==> src/rtl/boot_pkg.sv <==
// Shared types and sizes for the boot loader: FSM state encoding, bus widths
// and the additive checksum step.
package boot_pkg;

   localparam int ADDR_W    = 8;
   localparam int DATA_W    = 8;
   localparam int MEM_DEPTH = 256;
   localparam int CNT_W     = 9;

   typedef enum logic [2:0] {
      LOAD,
      WR_HI,
      WR_LO,
      VRD_HI,
      VRD_LO,
      VCHK,
      RUN,
      HALT
   } state_t;

   function automatic logic [DATA_W-1:0] csum_add(input logic [DATA_W-1:0] acc,
                                                  input logic [DATA_W-1:0] val);
      return acc + val;
   endfunction

endpackage

==> src/rtl/boot_bus_mux.sv <==
// Memory bus ownership switch: ctrl drives mem while sel is high, the loader
// drives it otherwise. Purely combinational so the handover lands on one edge.
module boot_bus_mux
   import boot_pkg::*;
(
   input  logic              sel,
   input  logic [ADDR_W-1:0] ldr_addr,
   input  logic [DATA_W-1:0] ldr_data,
   input  logic              ldr_clock,
   input  logic              ldr_write,
   input  logic [ADDR_W-1:0] ctrl_addr,
   input  logic [DATA_W-1:0] ctrl_to_mem,
   input  logic              ctrl_mem_clock,
   input  logic              ctrl_mem_write,
   output logic [ADDR_W-1:0] mem_addr,
   output logic [DATA_W-1:0] mem_to,
   output logic              mem_clock,
   output logic              mem_write
);

   assign mem_addr  = sel ? ctrl_addr      : ldr_addr;
   assign mem_to    = sel ? ctrl_to_mem    : ldr_data;
   assign mem_clock = sel ? ctrl_mem_clock : ldr_clock;
   assign mem_write = sel ? ctrl_mem_write : ldr_write;

endmodule

==> src/rtl/boot_loader.sv <==
// Streams a program image into mem from address 0, optionally re-reads it to
// check an 8-bit additive checksum, then hands the memory bus to ctrl.
module boot_loader
   import boot_pkg::*;
#(
   parameter bit VERIFY = 1'b1
)(
   input  logic              clock,
   input  logic              reset_n,
   input  logic [DATA_W-1:0] in_data,
   input  logic              in_valid,
   input  logic              in_last,
   output logic              in_ready,
   input  logic [ADDR_W-1:0] ctrl_addr,
   input  logic [DATA_W-1:0] ctrl_to_mem,
   input  logic              ctrl_mem_clock,
   input  logic              ctrl_mem_write,
   output logic [ADDR_W-1:0] mem_addr,
   output logic [DATA_W-1:0] mem_to,
   input  logic [DATA_W-1:0] mem_from,
   output logic              mem_clock,
   output logic              mem_write,
   output logic              ctrl_run,
   output logic [CNT_W-1:0]  load_count,
   output logic              load_error,
   output logic              done
);

   state_t             state, state_nxt;
   logic [ADDR_W-1:0]  waddr, vaddr, ldr_addr;
   logic [DATA_W-1:0]  wdata, wsum, vsum, vsum_nxt;
   logic [CNT_W-1:0]   cnt_inc;
   logic               last_q, err_q, ldr_clock, ldr_write, verify_end;

   assign cnt_inc    = load_count + 1'b1;
   assign vsum_nxt   = csum_add(vsum, mem_from);
   assign verify_end = ({1'b0, vaddr} + 1'b1) == load_count;

   always_ff @(posedge clock or negedge reset_n) begin
      if (!reset_n) begin
         state      <= LOAD;
         waddr      <= '0;
         vaddr      <= '0;
         wdata      <= '0;
         wsum       <= '0;
         vsum       <= '0;
         load_count <= '0;
         last_q     <= 1'b0;
         err_q      <= 1'b0;
      end else begin
         state <= state_nxt;
         case (state)
            LOAD: if (in_valid) begin
               wdata  <= in_data;
               wsum   <= csum_add(wsum, in_data);
               last_q <= in_last;
            end
            WR_LO: begin
               waddr      <= waddr + 1'b1;
               load_count <= cnt_inc;
               vaddr      <= '0;
               vsum       <= '0;
            end
            VCHK: begin
               vsum  <= vsum_nxt;
               vaddr <= vaddr + 1'b1;
               if (state_nxt == HALT) err_q <= 1'b1;
            end
            default: ;
         endcase
      end
   end

   // The 256th byte ends the load whether or not it carries in_last.
   always_comb begin
      state_nxt = state;
      case (state)
         LOAD:    if (in_valid) state_nxt = WR_HI;
         WR_HI:   state_nxt = WR_LO;
         WR_LO: begin
            if (last_q || cnt_inc == CNT_W'(MEM_DEPTH))
               state_nxt = VERIFY ? VRD_HI : RUN;
            else
               state_nxt = LOAD;
         end
         VRD_HI:  state_nxt = VRD_LO;
         VRD_LO:  state_nxt = VCHK;
         VCHK: begin
            if (verify_end)
               state_nxt = (vsum_nxt == wsum) ? RUN : HALT;
            else
               state_nxt = VRD_HI;
         end
         default: state_nxt = state;
      endcase
   end

   always_comb begin
      ldr_clock = (state == WR_HI) || (state == VRD_HI);
      ldr_write = (state == WR_HI) || (state == WR_LO);
      ldr_addr  = waddr;
      if (state == VRD_HI || state == VRD_LO || state == VCHK) ldr_addr = vaddr;
   end

   assign in_ready   = (state == LOAD);
   assign ctrl_run   = (state == RUN);
   assign done       = (state == RUN) || (state == HALT);
   assign load_error = err_q;

   boot_bus_mux u_bus_mux (
      .sel            (ctrl_run),
      .ldr_addr       (ldr_addr),
      .ldr_data       (wdata),
      .ldr_clock      (ldr_clock),
      .ldr_write      (ldr_write),
      .ctrl_addr      (ctrl_addr),
      .ctrl_to_mem    (ctrl_to_mem),
      .ctrl_mem_clock (ctrl_mem_clock),
      .ctrl_mem_write (ctrl_mem_write),
      .mem_addr       (mem_addr),
      .mem_to         (mem_to),
      .mem_clock      (mem_clock),
      .mem_write      (mem_write)
   );

endmodule

==> config.mk <==
export PLATFORM = sky130hd
export DESIGN_NAME = boot_loader
export DESIGN_NICKNAME = d
export VERILOG_FILES = /design/src/rtl/boot_pkg.sv /design/src/rtl/boot_bus_mux.sv /design/src/rtl/boot_loader.sv
export SDC_FILE = /design/constraint.sdc
export NUM_CORES = 1
export LEC_CHECK = 0
export BUFFER_PORTS_ARGS = -buffer_cell sky130_fd_sc_hd__buf_4
export CAP_MARGIN = 20
export CORE_MARGIN = 5
export CORE_UTILIZATION = 55
export CTS_CLUSTER_SIZE = 10
export DETAILED_ROUTE_END_ITERATION = 16
export HOLD_SLACK_MARGIN = 0.06
export PLACE_DENSITY = 0.88
export SLEW_MARGIN = 10
export SYNTH_ARGS = -nofsm -noshare
export SYNTH_HDL_FRONTEND = slang
export SYNTH_SLANG_ARGS = --single-unit
==> constraint.sdc <==
create_clock -name clock -period 3.4 [get_ports clock]
set_clock_uncertainty 0.2 [all_clocks]
set_input_delay 0.17 -clock clock [delete_from_list [all_inputs] [get_ports clock]]
set_output_delay 0.17 -clock clock [all_outputs]
set_load 0.02 [all_outputs]
======== After elaboration in Yosys (flattened, before gate mapping) ========
Index checks and enable logic that the tools add are counted.
word-level totals
  logic and storage cells ................. 48
  register bits ........................... 54
  bits of input ports ..................... 38
  output and inout bits ................... 31
operators by class
  $add $sub $neg .......................... 6
  multiplexer cells ....................... 12
  equality and inequality tests ........... 11
  reductions and logical operators ........ 10
operator list
  operator               count
  $pmux W8 S2            2
  $mux W8                3
  $pmux W3 S6            1
  $add A8 B1 Y8 const B  2
  $add A8 B8 Y8          2
  $eq A3 B3 Y1 const B   5
  $add A8 B1 Y9 const B  1
  $add A9 B1 Y9 const B  1
  $eq A9 B9 Y1           1
  $eq A9 B9 Y1 const B   1
  $eq A8 B8 Y1           1
  $eq A3 B2 Y1 const B   2
  $logic_or A1 B1 Y1     6
  $mux W3                2
  $reduce_and A2 Y1      2
  $eq A3 B1 Y1 const B   1
  $logic_not A3 Y1       1
  $mux W1                3
  $mux W2                1
  $reduce_bool A2 Y1     1

======== Depth between registers and ports, before layout ========
  depth after elaboration ................. 7
  depth in mapped cells ................... 9
  depth with buffers taken out ............ 9

======== Hierarchy ========
From an unflattened synthesis, not the netlist that was laid out.
second synthesis, totals
  cell total of the unflattened synthesis .. 405
  area total of the unflattened synthesis .. 3837.4 sq um
modules (own cells, without submodules)
  module        cells each  instances  area each (sq um)  sequential area each (sq um)
  boot_loader   385         1          3565.9             1351.3
  boot_bus_mux  20          1          271.5              0.0

======== Worst setup path after synthesis ========
Ideal clock, no wire load.
  kind .................................... register to register
  start ................................... register vsum[0]
  end ..................................... register state[0]
  stages on the path, launching flop included .. 9
  period minus slack after synthesis ...... 2665 ps
  path slack .............................. 735 ps
  buffers on the path ..................... 0
  arrival time ............................ 2330 ps
  required time ........................... 3066 ps
  setup time .............................. 134 ps
  cells stage by stage .................... dfrtp_1 -> ha_1 -> fa_1 -> xnor3_1 -> o2111ai_1 -> a311oi_1 -> or3b_1 -> nor4b_2 -> a31oi_1
between the ends
  cells in the longest elaborated chain, start to end .. 5
RTL lines
  what                    RTL line           text
  from (decl)             boot_loader.sv:31  logic [DATA_W-1:0] wdata, wsum, vsum, vsum_nxt;
  from (signal assigned)  boot_loader.sv:65  vsum <= vsum_nxt;
  $add A8 B8 Y8           boot_pkg.sv:23     return acc + val;
  $eq A8 B8 Y1            boot_loader.sv:90  state_nxt = (vsum_nxt == wsum) ? RUN : HALT;
  $mux W1                 boot_loader.sv:90
  $mux W3                 boot_loader.sv:89  if (verify_end)
  $pmux W3 S6             boot_loader.sv:77  case (state)
  net state_nxt[0]        boot_loader.sv:29  state_t state, state_nxt;
  to (signal assigned)    boot_loader.sv:51  state <= state_nxt;
  to (decl)               boot_loader.sv:29
The timed path passes the listed nets, and every way through them passes these cells.
A chain may end at the register's enable or synchronous reset.

======== Worst setup path in the final report ========
Same ends and word-level chain as after synthesis.

==> results.cfg <==
[logic_synthesis]
synth.distinct_cells = 56
synth_seq_area_share_pct = 34.5
avgSynthCellArea_um2 = 9.10
synth_area_um2 = 3910
ys_seq_elements = 54
ys.flop_type = dfrtp_1
syn-instance-count = 430
yosys_warnings = 0
syn_nets = 487
synthArstFlopShare_pct = 100
synth_edf_count = 0

[placed_design]
dp_cells = 576
portBuffers = 68
place_ws_ns = 0.602
place_hpwl_um = 7160
place.gp.congestion = 0.886

[sta]
rsz0062_at_grt = no
fmax_ghz = 0.352
period_share_pct = 83.7
setup_slack_ns = 0.555
tightest_slew_ns = 0.755
hold_viol = 0
min_period_ns = 2.84
max-slew-margin-rel_pct = 49.6
drv_slew = 0
setup_violations = 0
fin_tns_setup_ns = 0

[detailed_routing]
firstDrtPassIters = 5
ant_nets = 0
drc_errors = 0
top_layer = met4
wl_met3_um = 604
wl_um = 9860
vias_per_cell = 6.02
drt-wirelength-per-cell_um = 16.6
route.vias.total = 3574
wl_met1_um = 4340
drt_iter0_drc = 260
dr_wl_met2_um = 4770

[cts]
cts_sinks = 54
clock_path_buffers = 2
cts-root-buf = clkbuf_8
numCtsBuffers = 5
cts_tree = built
insertion_delay_ns = 0.32
clk_pin_slew_worst_paths_ns = 0.11
postCtsSetupRepairBufs = 0
htree_num_levels = 2
cts_resized = 0

[setup_path]
path_max_fanout = 3
worstSetupEndpoint = state[0]
crit_buf_inv = 0
crit_cells = 8
worst-r2r-cell-count = 8
r2r_slack_ns = 0.56
arrival_ns = 2.85
regToRegEndpoint = state[0]
r2r_start = vsum[0]
path_class = flop to flop
cpMaxStageDelayCell = fa_1
cpPeakStageDelay_ns = 0.44
crit_required_ns = 3.40
startpoint_type = flop
setup.worst_path.start = vsum[0]
path_delay_family = simple AND/OR/NAND/NOR gates
end_kind = flop
path_cells = ha_1 > fa_1 > and3_1 > o21ai_0 > o22ai_1 > or3b_1 > nor4b_2 > a31oi_1

[final_layout]
n_antenna_cell = 0
drive_gt1_share_pct = 22.5
layout_commonest_cell = buf_4
nets = 554
fin_util_pct = 67.9
layout_common_cells = buf_4, dfrtp_1, nand2_1
area_delta_synth_final_pct = 19.3
fin_cells = 594

[floorplan]
io_pins = 69
start_util_pct = 57.0
dieArea_um2 = 8900
coreArea_um2 = 6870
die_h_um = 94.3
die_w_um = 94.3
row_count = 30

[run_status]
status = finished clean

[global_routing]
grt_pass1_wl_um = 16400
track_usage_pct = 22.9
grt_pass1_vias = 3368
antenna_found_initial = 0
overflow = 0
grt_max_degree = 55

[power]
power_uw = 3920
leakage_uw = 0.00212
vdd_drop_max_mv = 0.526
power_density_nw_per_um2 = 840

[run]
max_cap_violations = 0

[worst_hold_path]
worstHoldStart = mem_from[0]
hold_class = input pin to flop
routing by layer:
metal  track usage (%)  vias up
met4              6.38        0
met2              37.8      133
li1                  -     1705
met1              31.3     1726
met5                 0        -
met3              3.75       10
cells by family after synthesis:
logic type               count (synthesis)  share of synthesized area, %
adder cells (fa/ha/maj)                 19                          6.46
flip-flops                              54                          34.5
XOR/XNOR                                40                          10.1
AND/OR/NAND/NOR                        128                          16.3
multiplexers                            30                          8.41
AO/OA/AOI/OAI                          122                          20.1
buffers and inverters                   37                          4.09
tightest hold or removal path: stages:
cell	delay, ns
buf_4	0.08
ha_1	0.16
a22o_1	0.15
how the worst min path moves through the flow:
stage          cells past startpoint  endpoint
2_1_floorplan                      0    last_q
6_report                           3   vsum[0]
3_3_place_gp                       1  wdata[3]
3_5_place_dp                       1  wdata[2]
5_1_grt                            3   vsum[0]
4_1_cts                            3   vsum[0]
metrics by stage:
step | area (um2) | hold slack [ns]
floorplan | 3910 | -0.326
global route | 4670 | 0.0986
detailed placement | 4480 | 0.0592
global placement | 4480 | 0.0509
finish | 4670 | 0.0691
CTS | 4670 | 0.0623
cells in the mapped netlist (3+ instances only):
cell type | instances | share of area [%]
dfrtp_1 | 54 | 35
nand2_1 | 49 | 4.7
o21ai_0 | 32 | 4.1
nor2_1 | 24 | 2.3
mux2_2 | 23 | 6.6
a21oi_1 | 22 | 2.8
xnor2_1 | 22 | 4.9
clkbuf_1 | 18 | 1.7
ha_1 | 17 | 5.4
xor2_1 | 15 | 3.4
o31ai_1 | 12 | 2.3
inv_1 | 11 | 1.1
nor3_1 | 9 | 1.2
mux2i_1 | 7 | 1.8
nand3_1 | 7 | 0.90
nand4_1 | 7 | 1.1
o211ai_1 | 7 | 1.3
o22ai_1 | 7 | 1.1
a31oi_1 | 6 | 0.96
and3_1 | 5 | 0.80
buf_2 | 5 | 0.64
a211o_1 | 4 | 0.90
a211oi_1 | 4 | 0.77
a21o_1 | 4 | 0.77
a22o_1 | 4 | 0.90
nand2b_1 | 4 | 0.64
o21a_1 | 4 | 0.77
nand4b_1 | 3 | 0.67
o21bai_1 | 3 | 0.58
report_power, final:
group,switching (uW),internal (uW)
clock network,220,146
logic,1240,1110
registers,342,863
total,1800,2120
area by class of cell:
| type | instances | area, um2 |
|---|---|---|
| Inverter | 12 | 45.0 |
| Fill cell | 547 | 2200 |
| Tap cell | 96 | 120 |
| Clock inverter | 2 | 13.8 |
| Clock buffer | 6 | 72.6 |
| Sequential cell | 54 | 1350 |
| Multi-Input combinational cell | 339 | 2400 |
| Timing Repair Buffer | 85 | 663 |
registers in the layout, summed over array words and instances (netlist names):
| signal | count |
|---|---|
| state | 3 |
| vaddr | 8 |
| vsum | 8 |
| load_count | 9 |
| load_error | 1 |
| wsum | 8 |
| wdata | 8 |
| last_q | 1 |
| waddr | 8 |
what timing repair did:
action	in CTS	in global routing
hold endpoints to repair	65	0
hold buffers	10	0
setup endpoints to repair	0	0
Power figures use the tool's default switching activity.
